`src/rtl/ps2_pkg.sv`:
```
// Shared constants and frame check for the PS/2 keyboard receiver.
// Scan-code prefixes are exported for the downstream key-event decoder.
package ps2_pkg;
   localparam int PS2_FRAME_BITS     = 11;
   localparam int DEF_FIFO_AW        = 3;
   localparam int DEF_TIMEOUT_CYCLES = 50000;

   localparam logic [7:0] SC_BREAK  = 8'hF0;
   localparam logic [7:0] SC_EXTEND = 8'hE0;

   // bits[0] = start, bits[8:1] = data LSB-first, bits[9] = odd parity
   function automatic logic frame_ok(input logic [9:0] bits, input logic stop);
      return ~bits[0] & stop & (^bits[9:1]);
   endfunction
endpackage

```
`src/rtl/sync_fifo.sv`:
```
// Single-clock show-ahead FIFO; a push into a full FIFO is accepted only
// when a pop frees the head slot in the same cycle.
module sync_fifo #(
   parameter int DW = 8,
   parameter int AW = 3
) (
   input  logic          clk,
   input  logic          clrn,
   input  logic          push,
   input  logic [DW-1:0] wdata,
   input  logic          pop,
   output logic [DW-1:0] rdata,
   output logic          full,
   output logic          empty
);
   localparam int DEPTH = 2 ** AW;

   logic [DW-1:0] r_mem [DEPTH];
   logic [AW:0]   r_wptr;
   logic [AW:0]   r_rptr;
   logic          w_wr;
   logic          w_rd;

   assign empty = (r_wptr == r_rptr);
   assign full  = (r_wptr[AW] != r_rptr[AW]) && (r_wptr[AW-1:0] == r_rptr[AW-1:0]);
   assign w_rd  = pop & ~empty;
   assign w_wr  = push & (~full | w_rd);
   assign rdata = r_mem[r_rptr[AW-1:0]];

   always_ff @(posedge clk or negedge clrn) begin
      if (!clrn) begin
         r_wptr <= '0;
         r_rptr <= '0;
         for (int i = 0; i < DEPTH; i++) r_mem[i] <= '0;
      end else begin
         if (w_wr) begin
            r_mem[r_wptr[AW-1:0]] <= wdata;
            r_wptr                <= r_wptr + 1'b1;
         end
         if (w_rd) r_rptr <= r_rptr + 1'b1;
      end
   end
endmodule

```
`src/rtl/ps2_keyboard_rx.sv`:
```
// PS/2 device-to-host frame receiver: synchronises the pad signals,
// deserialises and validates 11-bit frames, and queues scan codes.
module ps2_keyboard_rx
   import ps2_pkg::*;
#(
   parameter int FIFO_AW        = DEF_FIFO_AW,
   parameter int TIMEOUT_CYCLES = DEF_TIMEOUT_CYCLES
) (
   input  logic       clk,
   input  logic       clrn,
   input  logic       ps2_clk,
   input  logic       ps2_data,
   input  logic       nextdata_n,
   output logic [7:0] data,
   output logic       ready,
   output logic       overflow,
   output logic       frame_err
);
   localparam int          TW   = $clog2(TIMEOUT_CYCLES + 1);
   localparam logic [3:0]  LAST = 4'(PS2_FRAME_BITS - 1);
   localparam logic [TW-1:0] TMAX = TW'(TIMEOUT_CYCLES - 1);

   logic [2:0]    r_s;
   logic [1:0]    r_d;
   logic [3:0]    r_cnt;
   logic [9:0]    r_buf;
   logic [TW-1:0] r_tcnt;
   logic          r_ovf;
   logic          r_ferr;

   logic w_fall, w_last, w_ok, w_push, w_pop, w_full, w_empty;

   assign w_fall = r_s[2] & ~r_s[1];
   assign w_last = w_fall && (r_cnt == LAST);
   assign w_ok   = frame_ok(r_buf, r_d[1]);
   assign w_push = w_last & w_ok;
   assign w_pop  = ~nextdata_n & ~w_empty;

   assign ready     = ~w_empty;
   assign overflow  = r_ovf;
   assign frame_err = r_ferr;

   // Sync flops idle high so reset never fabricates a falling edge
   always_ff @(posedge clk or negedge clrn) begin
      if (!clrn) begin
         r_s <= 3'b111;
         r_d <= 2'b11;
      end else begin
         r_s <= {r_s[1:0], ps2_clk};
         r_d <= {r_d[0], ps2_data};
      end
   end

   always_ff @(posedge clk or negedge clrn) begin
      if (!clrn) begin
         r_cnt  <= '0;
         r_buf  <= '0;
         r_tcnt <= '0;
         r_ovf  <= 1'b0;
         r_ferr <= 1'b0;
      end else begin
         r_ferr <= 1'b0;
         if (w_fall) begin
            r_tcnt <= '0;
            if (r_cnt == LAST) begin
               r_cnt  <= '0;
               r_ferr <= ~w_ok;
               if (w_ok && w_full && !w_pop) r_ovf <= 1'b1;
            end else begin
               r_buf[r_cnt] <= r_d[1];
               r_cnt        <= r_cnt + 1'b1;
            end
         end else if (r_cnt == '0) begin
            r_tcnt <= '0;
         end else if (r_tcnt == TMAX) begin
            // Device stopped clocking mid-frame; resync on the next start bit
            r_tcnt <= '0;
            r_cnt  <= '0;
         end else begin
            r_tcnt <= r_tcnt + 1'b1;
         end
      end
   end

   sync_fifo #(
      .DW (8),
      .AW (FIFO_AW)
   ) u_fifo (
      .clk   (clk),
      .clrn  (clrn),
      .push  (w_push),
      .wdata (r_buf[8:1]),
      .pop   (w_pop),
      .rdata (data),
      .full  (w_full),
      .empty (w_empty)
   );
endmodule

```
`config.mk`:
```
export PLATFORM = sky130hd
export DESIGN_NAME = ps2_keyboard_rx
export DESIGN_NICKNAME = d
export VERILOG_FILES = /design/src/rtl/ps2_pkg.sv /design/src/rtl/sync_fifo.sv /design/src/rtl/ps2_keyboard_rx.sv
export SDC_FILE = /design/constraint.sdc
export NUM_CORES = 1
export LEC_CHECK = 0
export ABC_AREA = 1
export CAP_MARGIN = 10
export CORE_MARGIN = 10
export CORE_UTILIZATION = 40
export CTS_CLUSTER_SIZE = 8
export DETAILED_ROUTE_END_ITERATION = 8
export GPL_TIMING_DRIVEN = 0
export PLACE_DENSITY = 0.64
export SYNTH_ARGS = -nofsm -noshare
export SYNTH_HDL_FRONTEND = slang
export SYNTH_SLANG_ARGS = --single-unit
```
`constraint.sdc`:
```
create_clock -name clk -period 3.7 [get_ports clk]
set_input_delay 0.74 -clock clk [delete_from_list [all_inputs] [get_ports clk]]
set_output_delay 0.74 -clock clk [all_outputs]
set_load 0.005 [all_outputs]
```
==> impl_metrics.yaml <==
status:
  status: "completed"
worst_setup_path:
  critPathCaptureType: "output pin"
  worstSetupPathType: "reg -> out"
  timing.critical_path.slowest_stage_cell: "clkdlybuf4s50_1"
  cp.arrival_ns: 2.76
  max_stage_delay_ns: 0.56
  reg2reg_slack_ns: 1.33
  r2r_start: "u_fifo.r_wptr[0]"
  reg2regPathDepth: 6
  start_kind: "register"
  path_max_fanout: 10
  crit_required_ns: 2.96
  path_cells: "buf_2, inv_1, clkbuf_1, o21ai_0, o22ai_1, nor2_1, a31oi_1, clkdlybuf4s50_1"
  r2r_end: "u_fifo.r_mem[53]"
synth:
  synth_edf_count: 0
  synthSimpleGateAreaFrac_pct: 35.2
  yosysMostFrequentCell: "nand2_1"
  synth_largest_area_cell: "dfrtp_1"
  synth.distinct_cells: 36
  synthTopCellsByCount: "nand2_1, dfrtp_1, nor2_1"
  synth.avg_cell_area_um2: 7.97
  synth_cells: 712
  yosys_warnings: 0
  yosys-top-cells-area: "dfrtp_1, nand2_1, nand4_1"
  ys_seq_area_share_pct: 48.2
  synth_fp_nets: 720
  synthDominantCellAreaShare_pct: 45.9
  synth_compound_area_share_pct: 7.37
  synthAdderAreaFrac_pct: 0.662
  synthMuxAreaShare_pct: 0
  postSynth.asyncResetShare_pct: 100
  synth_top_family_by_area: "simple AND/OR/NAND/NOR gates"
  synth_xor_area_share_pct: 1.08
  ys_ff_latch: 109
  syn_area_mm2: 0.00567
  ys.flop_type: "dfrtp_1"
floorplanning:
  die_h_um: 139
  start_util_pct: 40.9
  pin_count: 16
  chipWidth_um: 139
  dieArea_mm2: 0.0193
  placementRows: 43
  coreArea_mm2: 0.0139
global_route:
  antenna_found_initial: 0
  first_global_vias: 4858
  grt-ovfl-total: 0
  grt_max_degree: 62
  grt_first_pass_wirelength_um: 25200
  track_usage_pct: 15.6
hold_path:
  min_path_type: "reg -> reg"
  hold_start: "r_s[0]"
  whs_endpoint: "r_s[1]"
  hold_depth: 0
placement:
  place.gp.congestion: 0.917
  portBuffers: 15
  placedCellCount: 908
  dpl_cell_area_mm2: 0.00607
  place_ws_ns: 0.599
  place_hpwl_um: 10700
cts:
  worstSkewPairLatency_ns: 0.36
  cts_made_buffers: 9
  clk_pin_slew_ns: 0.07
  holdBufCountCts: 0
  cts_max_path_buffers: 2
  cts_max_level: 3
  clockRootBuffer: "clkbuf_16"
  cts_setup_buffers: 0
  ctsResizeCount: 0
  cts_tree: "done"
  cts_sinks: 109
routing:
  final_antenna_net_count: 0
  dr.pass1.iters: 5
  vias_per_cell: 5.37
  routed_wl_um: 15000
  drt-wirelength-per-cell_um: 16.2
  drc: 0
  vias: 4972
  drt_iter0_drc: 464
sta:
  setup_ws_ns: 0.199
  tightest_slew_ns: 1.17
  period_needed_ns: 3.50
  maxSlewViolCount: 0
  whs_ns: 0.362
  setup_viol: 0
  final_hold_viol_count: 0
  rsz0062_at_grt: "false"
  fin_crit_sh_pct: 94.6
  fin_worst_skew_ns: 0.0129
  max_clock_freq_mhz: 286
  slew_headroom_pct: 21.3
cells_and_area:
  area_delta_synth_final_pct: 12.2
  post-route-cell-area_mm2: 0.00637
  layout.cells.non_filler: 926
  fin_nets: 749
  diodes: 0
  drive_gt1_share_pct: 9.52
power_and_ir_drop:
  ir_worst_vdd_uv: 377
  power.density_mw_per_mm2: 585
  cellLeakagePower_uw: 0.00311
flow_run:
  timing.max_cap.violations: 0
[power breakdown]
| group | leakage (µW) | total, µW | switching [µW] | internal (µW) |
|---|---|---|---|---|
| Clock | 0.000136 | 940 | 469 | 471 |
| Sequential | 0.00147 | 1350 | 67.3 | 1290 |
| Combinational | 0.00150 | 1430 | 938 | 496 |
[placed cells by master (no fill, tap or decap), types with 5 or more instances in the layout]
cell type | Yosys | routed
dfrtp_1 | 104 | 104
nor3_1 | 15 | 15
nand2_1 | 221 | 221
nor2_1 | 87 | 87
clkdlybuf4s50_1 | 0 | 14
nand3_4 | 7 | 7
dfstp_2 | 5 | 5
clkbuf_1 | 15 | 16
a21oi_1 | 8 | 8
o22ai_1 | 8 | 8
nand3_1 | 16 | 16
buf_4 | 7 | 8
buf_2 | 9 | 9
nand4_1 | 70 | 70
inv_2 | 8 | 8
o21ai_0 | 50 | 50
inv_1 | 37 | 37
a31oi_1 | 8 | 8
clkbuf_16 | 0 | 9
[critical path, delay by kind of cell, from the launching register on]
family,cells,cell delay (ns)
buffers and inverters,4,1.36
flip-flops,1,0.39
AND/OR/NAND/NOR,1,0.06
AO/OA/AOI/OAI,3,0.59
[final cells by class]
cell class | count | area, µm²
repair buffers | 18 | 185
well taps | 180 | 225
flip-flops and latches | 109 | 2730
plain buffers | 38 | 253
clock inverters | 6 | 53.8
fillers | 1379 | 7510
multi-input cells | 519 | 2510
clock buffers | 10 | 229
inverters | 46 | 173
[metal layers]
metal | GRT usage (%) | up-vias | wire length [µm]
li1 | - | 2432 | -
met1 | 21.0 | 2383 | 6890
met2 | 25.2 | 141 | 7050
met3 | 3.12 | 16 | 814
met4 | 3.84 | 0 | 211
met5 | 0 | - | 0
[kinds of logic (layout without fill, tap and decap cells)]
group | Yosys count | after routing
fa+ha+maj | 3 | 3
compound gates | 78 | 78
buf+inv | 84 | 118
simple gates | 431 | 431
flops | 109 | 109
xor+xnor | 7 | 7
[metrics by stage]
stage,util (%),setup TNS [ns],total power (µW)
5_1_grt,45.9,0,3970
3_3_place_gp,43.6,-242.77,2780
6_report,45.9,0,3730
2_1_floorplan,-,0,2250
3_5_place_dp,43.8,0,2810
4_1_cts,45.8,0,3750
[sequential cells by signal, summed over array words and instances (netlist names)]
register / cells
frame_err: 1
overflow: 1
r_buf: 10
r_cnt: 4
r_d: 2
r_s: 3
r_tcnt: 16
u_fifo.r_mem: 64
u_fifo.r_rptr: 4
u_fifo.r_wptr: 4
[how the worst max path moves through the flow]
stage / end / startpoint / slack, ns / cells past startpoint
floorplan: data[6] / u_fifo.r_rptr[1] / 1.64 / 7
CTS: data[2] / u_fifo.r_rptr[0] / 0.19 / 8
global placement: overflow / clrn / -2.30 / 1
finish: data[2] / u_fifo.r_rptr[0] / 0.20 / 8
global route: data[2] / u_fifo.r_rptr[0] / 0.03 / 8
detailed placement: data[2] / u_fifo.r_rptr[0] / 0.60 / 8
Power figures use the tool's default switching activity.
